--- src/rtl/dac_spi_serializer.sv ---
// dac_spi_serializer: a one-entry holding buffer in front of a 16-bit SPI
// shifter for a serial DAC. Frame = {2'b00, pd_mode, value_in}, MSB first.
// SCK idles high and the DAC samples on its falling edge. MOSI only moves on
// SCK rising edges (or at frame start). CS is held high for CS_IDLE cycles
// between frames.
module dac_spi_serializer #(
    parameter int SCK_HALF = 1,   // 1..255 clk cycles per SCK half-period
    parameter int CS_IDLE  = 2    // 1..255 clk cycles of CS high between frames
) (
    input  logic        clk,
    input  logic        rst,
    input  logic [11:0] value_in,
    input  logic [1:0]  pd_mode,
    input  logic        in_valid,
    output logic        in_ready,
    output logic        spi_mosi,
    output logic        spi_sck,
    output logic        spi_cs,
    output logic        frame_done,
    output logic        busy
);

    typedef enum logic [1:0] {IDLE, SHIFT, GAP} state_t;

    localparam logic [7:0] HALF_LAST = 8'(SCK_HALF - 1);
    localparam logic [7:0] GAP_LAST  = 8'(CS_IDLE - 1);

    state_t      state, state_nxt;
    logic        buf_full;
    logic        rdy_en;      // holds in_ready low for the first edge after reset
    logic [13:0] buf_data;
    logic [15:0] sreg;
    logic [7:0]  half_cnt;
    logic [7:0]  gap_cnt;
    logic [3:0]  bit_cnt;
    logic        load;        // move the buffer into the shifter and start a frame
    logic        finish;      // low half of bit 0 just ended
    logic        half_end;
    logic        bit_end;
    logic        gap_end;
    logic        accept;

    assign half_end = (half_cnt == HALF_LAST);
    assign bit_end  = half_end && !spi_sck;
    assign gap_end  = (gap_cnt == GAP_LAST);
    assign accept   = in_valid && in_ready;

    assign in_ready = rdy_en && !buf_full;
    assign busy     = (state != IDLE) || buf_full;
    // sreg is zero whenever CS is high, so MOSI rests low between frames
    assign spi_mosi = sreg[15];

    // State register
    always_ff @(posedge clk or negedge rst) begin
        if (!rst) state <= IDLE;
        else      state <= state_nxt;
    end

    // Next-state decode and frame start/end strobes
    always_comb begin
        state_nxt = state;
        load      = 1'b0;
        finish    = 1'b0;
        case (state)
            IDLE: begin
                if (buf_full) begin
                    state_nxt = SHIFT;
                    load      = 1'b1;
                end
            end
            SHIFT: begin
                if (bit_end && (bit_cnt == 4'd15)) begin
                    state_nxt = GAP;
                    finish    = 1'b1;
                end
            end
            GAP: begin
                if (gap_end) begin
                    if (buf_full) begin
                        state_nxt = SHIFT;
                        load      = 1'b1;
                    end else begin
                        state_nxt = IDLE;
                    end
                end
            end
            default: state_nxt = IDLE;
        endcase
    end

    // Holding buffer: filled on accept, emptied when a frame starts
    always_ff @(posedge clk or negedge rst) begin
        if (!rst) begin
            rdy_en   <= 1'b0;
            buf_full <= 1'b0;
            buf_data <= '0;
        end else begin
            rdy_en <= 1'b1;
            if (load) begin
                buf_full <= 1'b0;
            end else if (accept) begin
                buf_full <= 1'b1;
                buf_data <= {pd_mode, value_in};
            end
        end
    end

    // Shifter, SCK/CS generation and the half-period, bit and gap counters
    always_ff @(posedge clk or negedge rst) begin
        if (!rst) begin
            sreg       <= '0;
            half_cnt   <= '0;
            bit_cnt    <= '0;
            gap_cnt    <= '0;
            spi_cs     <= 1'b1;
            spi_sck    <= 1'b1;
            frame_done <= 1'b0;
        end else begin
            frame_done <= finish;
            if (load) begin
                sreg     <= {2'b00, buf_data};
                spi_cs   <= 1'b0;
                spi_sck  <= 1'b1;
                half_cnt <= '0;
                bit_cnt  <= '0;
            end else if (finish) begin
                sreg    <= '0;
                spi_cs  <= 1'b1;
                spi_sck <= 1'b1;
                gap_cnt <= '0;
            end else if (state == SHIFT) begin
                if (half_end) begin
                    half_cnt <= '0;
                    if (spi_sck) begin
                        spi_sck <= 1'b0;
                    end else begin
                        // rising SCK: present the next bit
                        spi_sck <= 1'b1;
                        bit_cnt <= bit_cnt + 4'd1;
                        sreg    <= {sreg[14:0], 1'b0};
                    end
                end else begin
                    half_cnt <= half_cnt + 8'd1;
                end
            end else if (state == GAP) begin
                gap_cnt <= gap_cnt + 8'd1;
            end
        end
    end

endmodule

--- config.mk ---
export PLATFORM = sky130hd
export DESIGN_NAME = dac_spi_serializer
export DESIGN_NICKNAME = d
export VERILOG_FILES = /design/src/rtl/dac_spi_serializer.sv
export SDC_FILE = /design/constraint.sdc
export NUM_CORES = 1
export LEC_CHECK = 0
export BUFFER_PORTS_ARGS = -buffer_cell sky130_fd_sc_hd__clkbuf_2
export CAP_MARGIN = 5
export CORE_AREA = 3 3 90 92
export DETAILED_ROUTE_END_ITERATION = 6
export DIE_AREA = 0 0 93 95
export SYNTH_ARGS = -nofsm -noshare
export SYNTH_HDL_FRONTEND = slang
export SYNTH_SLANG_ARGS = --single-unit
--- constraint.sdc ---
create_clock -name clk -period 4.76 [get_ports clk]
set_input_delay 0.476 -clock clk [delete_from_list [all_inputs] [get_ports clk]]
set_output_delay 0.476 -clock clk [all_outputs]
set_load 0.1 [all_outputs]
-- Yosys cells after proc, flatten, opt, wreduce, memory -nomap -nowiden
Cells that the tools add are included.
- output and inout bits: 6
- bits in registers: 57
- eq/ne operators: 11
- reduce and logical (&&, ||, !) cells: 24
- mux-type cells: 36
- bitwise gates (word level): 1
- add/sub/neg operators: 3
- operator list (operator ; number):
    $mux W16 ; 5
    $mux W8 ; 7
    $mux W4 ; 5
    $add A8 B1 Y8 const B ; 2
    $mux W1 ; 14
    $reduce_bool A2 Y1 ; 6
    $ne A2 B2 Y1 const B ; 5
    $reduce_and A3 Y1 ; 3
    $eq A8 B1 Y1 const B ; 1
    $logic_not A8 Y1 ; 1
    $mux W2 ; 3
    $pmux W2 S3 ; 1
    $reduce_and A2 Y1 ; 3
    $reduce_bool A3 Y1 ; 2
    $add A4 B1 Y4 const B ; 1
    $eq A4 B4 Y1 const B ; 1
    $logic_and A1 B1 Y1 ; 4
    $reduce_and A4 Y1 ; 1
    $ne A3 B1 Y1 const B ; 1
    $eq A2 B1 Y1 const B ; 1
    $eq A2 B2 Y1 const B ; 1
    $logic_not A1 Y1 ; 2
    $logic_not A2 Y1 ; 1
    $ne A2 B1 Y1 const B ; 1
    other kinds (3) ; 3

-- Logic depth before layout (Yosys ltp)
- depth in word-level cells: 7
- depth in mapped cells: 7
- gate-level depth less buffers: 6

-- Least setup slack after synthesis
No wires, ideal clock.
- path kind: reg-to-reg
- start: register buf_full
- end: register buf_data[0]
- arrival: 2.753 ns
- setup slack: 1.882 ns
- stages on the path, launching flop included: 5
- clock period less this slack: 2.878 ns
- cells stage by stage: dfrtp_1 nor2b_1 nand2_1 buf_1 mux2_2
- elaborated cells on any way between the ends: 8
- classes of those cells: mux: 3; bitwise: 1; reduce/logical: 4
- RTL lines (item ; line ; text):
    start, declared ; 29 ; logic buf_full;
    start signal, assigned ; 95 ; buf_full <= 1'b0;
    start signal, assigned ; 100 ; buf_full <= 1'b0;
    start signal, assigned ; 102 ; buf_full <= 1'b1;
    $logic_not A1 Y1 ; 48 ; assign in_ready = rdy_en && !buf_full;
    $logic_and A1 B1 Y1 ; 48 ;
    net in_ready ; 15 ; output logic in_ready,
    $logic_and A1 B1 Y1 ; 46 ; assign accept = in_valid && in_ready;
    $reduce_and A2 Y1 (no line) ; n/a ;
    end signal, assigned ; 103 ; buf_data <= {pd_mode, value_in};
    end, declared ; 31 ; logic [13:0] buf_data;
The timed path passes the listed nets, and every way through them passes these cells.
A chain may end at the register's enable or synchronous reset.

-- Worst setup path after layout
- start: register bit_cnt[0]
- end: register gap_cnt[0]
- word-level cells in the longest chain between the ends: 6
- elaborated cells on any way between the ends: 8
- classes of those cells: eq/ne: 2; mux: 3; reduce/logical: 3
- RTL lines (item ; line ; text):
    start, declared ; 35 ; logic [3:0] bit_cnt;
    start signal, assigned ; 139 ; bit_cnt <= bit_cnt + 4'd1;
    $eq A4 B4 Y1 * ; 72 ; if (bit_end && (bit_cnt == 4'd15)) begin
    $logic_and A1 B1 Y1 * ; 72 ;
    $mux W1 * ; 72 ;
    $mux W1 * ; 64 ; case (state)
    $ne A2 B2 Y1 (no line) / $reduce_bool A2 Y1 (equally long branches) ; n/a ;
    $reduce_and A3 Y1 (no line) ; n/a ;
    end signal, assigned ; 146 ; gap_cnt <= gap_cnt + 8'd1;
    end, declared ; 34 ; logic [7:0] gap_cnt;
Mark *: on every way between the ends. The rest lies on a longest branch, timed or not.

==> metrics.md <==
| Metric | Value |
|---|---|
| Largest net degree at the start of global routing | a little under 60 |
| CTS tree | done |
| Initial core utilization | roughly two fifths |
| Post-Syn Instances | approximately 240 |
| Leading area contributor after synthesis | dfrtp_1 |
| Remaining global-route overflow | 0 |
| Startpoint Class | flip-flop |
| Commonest non-fill, non-tap cell in the layout | dfrtp_1 |
| Clock sink count | 57 |
| Worst Skew | just over 0.009 ns |
| Static leakage | 0.00149 uW |
| Vias | approximately 1800 |
| Asr flop ratio synth | 100% |
| Die height | 95 um |
| Post-Synthesis Cell Area | 2830 um^2 |
| FF-to-FF Start | bit_cnt[0]$_DFFE_PN0P_ |
| Port Buffers | 22 |
| Slew Limit Headroom | 52.2% |
| DP HPWL | roughly 3400 um |
| Fin cells | 370 |
| Post-route ant nets | 0 |
| Worst Reg-to-Reg Cells | 5 |
| Final wirelength | between 4000 and 5000 um |
| Die W | slightly above 90 um |
| Clock Tree Buf Depth | 2 |
| Setup TNS | 0 ns |
| All-Layer GR Usage | between 10% and 20% |
| Number of max-cap violations | 0 |
| DRT iter0 DRCs | 75 |
| GPL Wtd Cong | 0.827 |
| Power Density | about 560 nW/um^2 |
| Synth top area share | 48.7% |
| Status | finished, final reports clean |
| Number of library cell types mapped by synthesis | 50 |
| Worst VDD drop | roughly 270 uV |
| CP arrival | about 2.7 ns |
| Ports | 23 |
| Routed wire per std cell | roughly 13 um |
| # Post-CTS Setup Buffers | 0 |
| Clk Latency, worst-skew pair | 0.34 ns |
| Setup CP Type | reg -> reg |
| Final Max Tran Viols | 0 |
| Top_reg_cell synth | dfrtp_1 |
| Fin nets | approximately 290 |
| H-Tree Depth | 3 |
| Avg Cell Area, Syn | around 12 um^2 |
| Resize count post-CTS | 0 |
| Post-Syn Nets | ~260 |
| Cts hold-fix bufs | 0 |
| Yosys warns | 0 |
| Root Driver | clkbuf_8 |
| Final period util | between 50 and 60% |
| Peak Freq | 411 MHz |
| Dominant cells by area after synthesis | dfrtp_1, mux2_2, mux2i_1 |
| Final worst path period need | about 2.4 ns |
| Layout area overhead | 13.5% |
| CP required | ~5 ns |
| Vias in the first global route | between 1500 and 2000 |
| Reg2reg end | gap_cnt[0]$_DFFE_PN0P_ |
| Flop2flop setup slack | 2.33 ns |
| EDFF count, synth | 0 |
| Final hold violations | 0 |
| First-pass GRT wire length | 8800 um |
| Clock slew at reported path FFs | roughly 0.07 ns |
| Synth Register Bits | 57 |
| Core footprint | about 7300 um^2 |
| Pre-antenna DRT Iters | 4 |
| CP Max Fanout | 14 |
| Hold Crit Class | in -> async |
| Num rows | 31 |
| Worst slew pin tran | between 0.7 and 0.8 ns |
| Die area | roughly 9000 um^2 |
| DRC violations left | 0 |
| Placed cells | about 360 |
| Final setup violation count | 0 |
| CTS Buf Count | 9 |
| Layout cell share with drive strength beyond 1 | 29.5% |
| Register area share after synthesis | about 51% |
| Via/cell ratio | a little under 5 |
| Diode count | 0 |
| Fin util | a little over two fifths |
| Setup repair after global routing missed its margin | false |
| Most frequent cells in the layout | dfrtp_1, mux2_2, clkbuf_2 |
| Endpoint class of the critical path | flip-flop |
| Initial antenna violation count | 0 |
==> cell type report <==
cell class              instances  area (um^2)
clock inverters                 5         56.3
fillers                       734         4080
clock buffers                  10          138
inverters                      14         52.6
repair buffers                 23          118
flip-flops and latches         57         1430
multi-input cells             162         1290
well taps                      99          124
==> registers in the layout, indices dropped and copies added, names as in the netlist <==
signal and cells:
buf_data 14, half_cnt 8, spi_cs 1, sreg 16, spi_sck 1, gap_cnt 8, state 2, rdy_en 1
frame_done 1, bit_cnt 4, buf_full 1
==> critical path: stages, from the launching register on <==
cell,delay (ns)
dfrtp_1,0.38
ha_1,0.19
nand4b_1,0.56
nor4_4,0.81
nor2_2,0.10
mux2_4,0.27
==> worst max path at each step <==
stage | startpoint | end
after detailed placement | bit_cnt[0]$_DFFE_PN0P_ | gap_cnt[0]$_DFFE_PN0P_
after global routing | bit_cnt[0]$_DFFE_PN0P_ | gap_cnt[0]$_DFFE_PN0P_
after global placement | half_cnt[0]$_DFFE_PN0P_ | sreg[2]$_DFFE_PN0P_
after CTS | bit_cnt[0]$_DFFE_PN0P_ | gap_cnt[0]$_DFFE_PN0P_
final | bit_cnt[0]$_DFFE_PN0P_ | gap_cnt[0]$_DFFE_PN0P_
after floorplan | buf_full$_DFFE_PN0P_ | buf_data[0]$_DFFE_PN0P_
==> logic make-up after synthesis <==
group	synth area share [%]
AND/OR/NAND/NOR	15.8
flip-flops	50.5
multiplexers	18.2
AO/OA/AOI/OAI	5.27
buffers and inverters	3.81
XOR/XNOR	4.03
adder cells (fa/ha/maj)	2.21
other	0.133
==> metal layers <==
metal  track usage (%)  routed length (um)  vias up
met4              5.01                  66        0
met1              15.1                2250      902
met3              4.94                 194        8
met5                 0                   0        -
li1                  -                   -      899
met2              21.8                2420       20
==> per-stage QoR <==
step	setup slack, ns	instance area (um^2)	total power (uW)	hold slack, ns
final	2.33	3210	1790	0.262
after global routing	2.08	3210	1920	0.348
after CTS	2.26	3210	1820	0.298
after detailed placement	2.28	3010	1370	0.477
after global placement	2.35	3010	1360	0.474
after floorplan	1.88	2830	1260	0.180
==> cells in the mapped netlist (all sizes together), types with 5 or more instances <==
cell type   n
dfrtp      55
mux2       34
nor2       21
inv        14
nand2      13
mux2i      11
xor2        9
nand4       8
a21oi       7
buf         6
a211oi      5
ha          5
o21ai       5
==> power breakdown <==
part	internal [uW]	switching [uW]	leakage [uW]	total (uW)
sequential	642	83.9	0.000726	726
clock	252	192	0.0000981	444
combinational	289	335	0.000670	624
(Power assumes the default switching activity.)
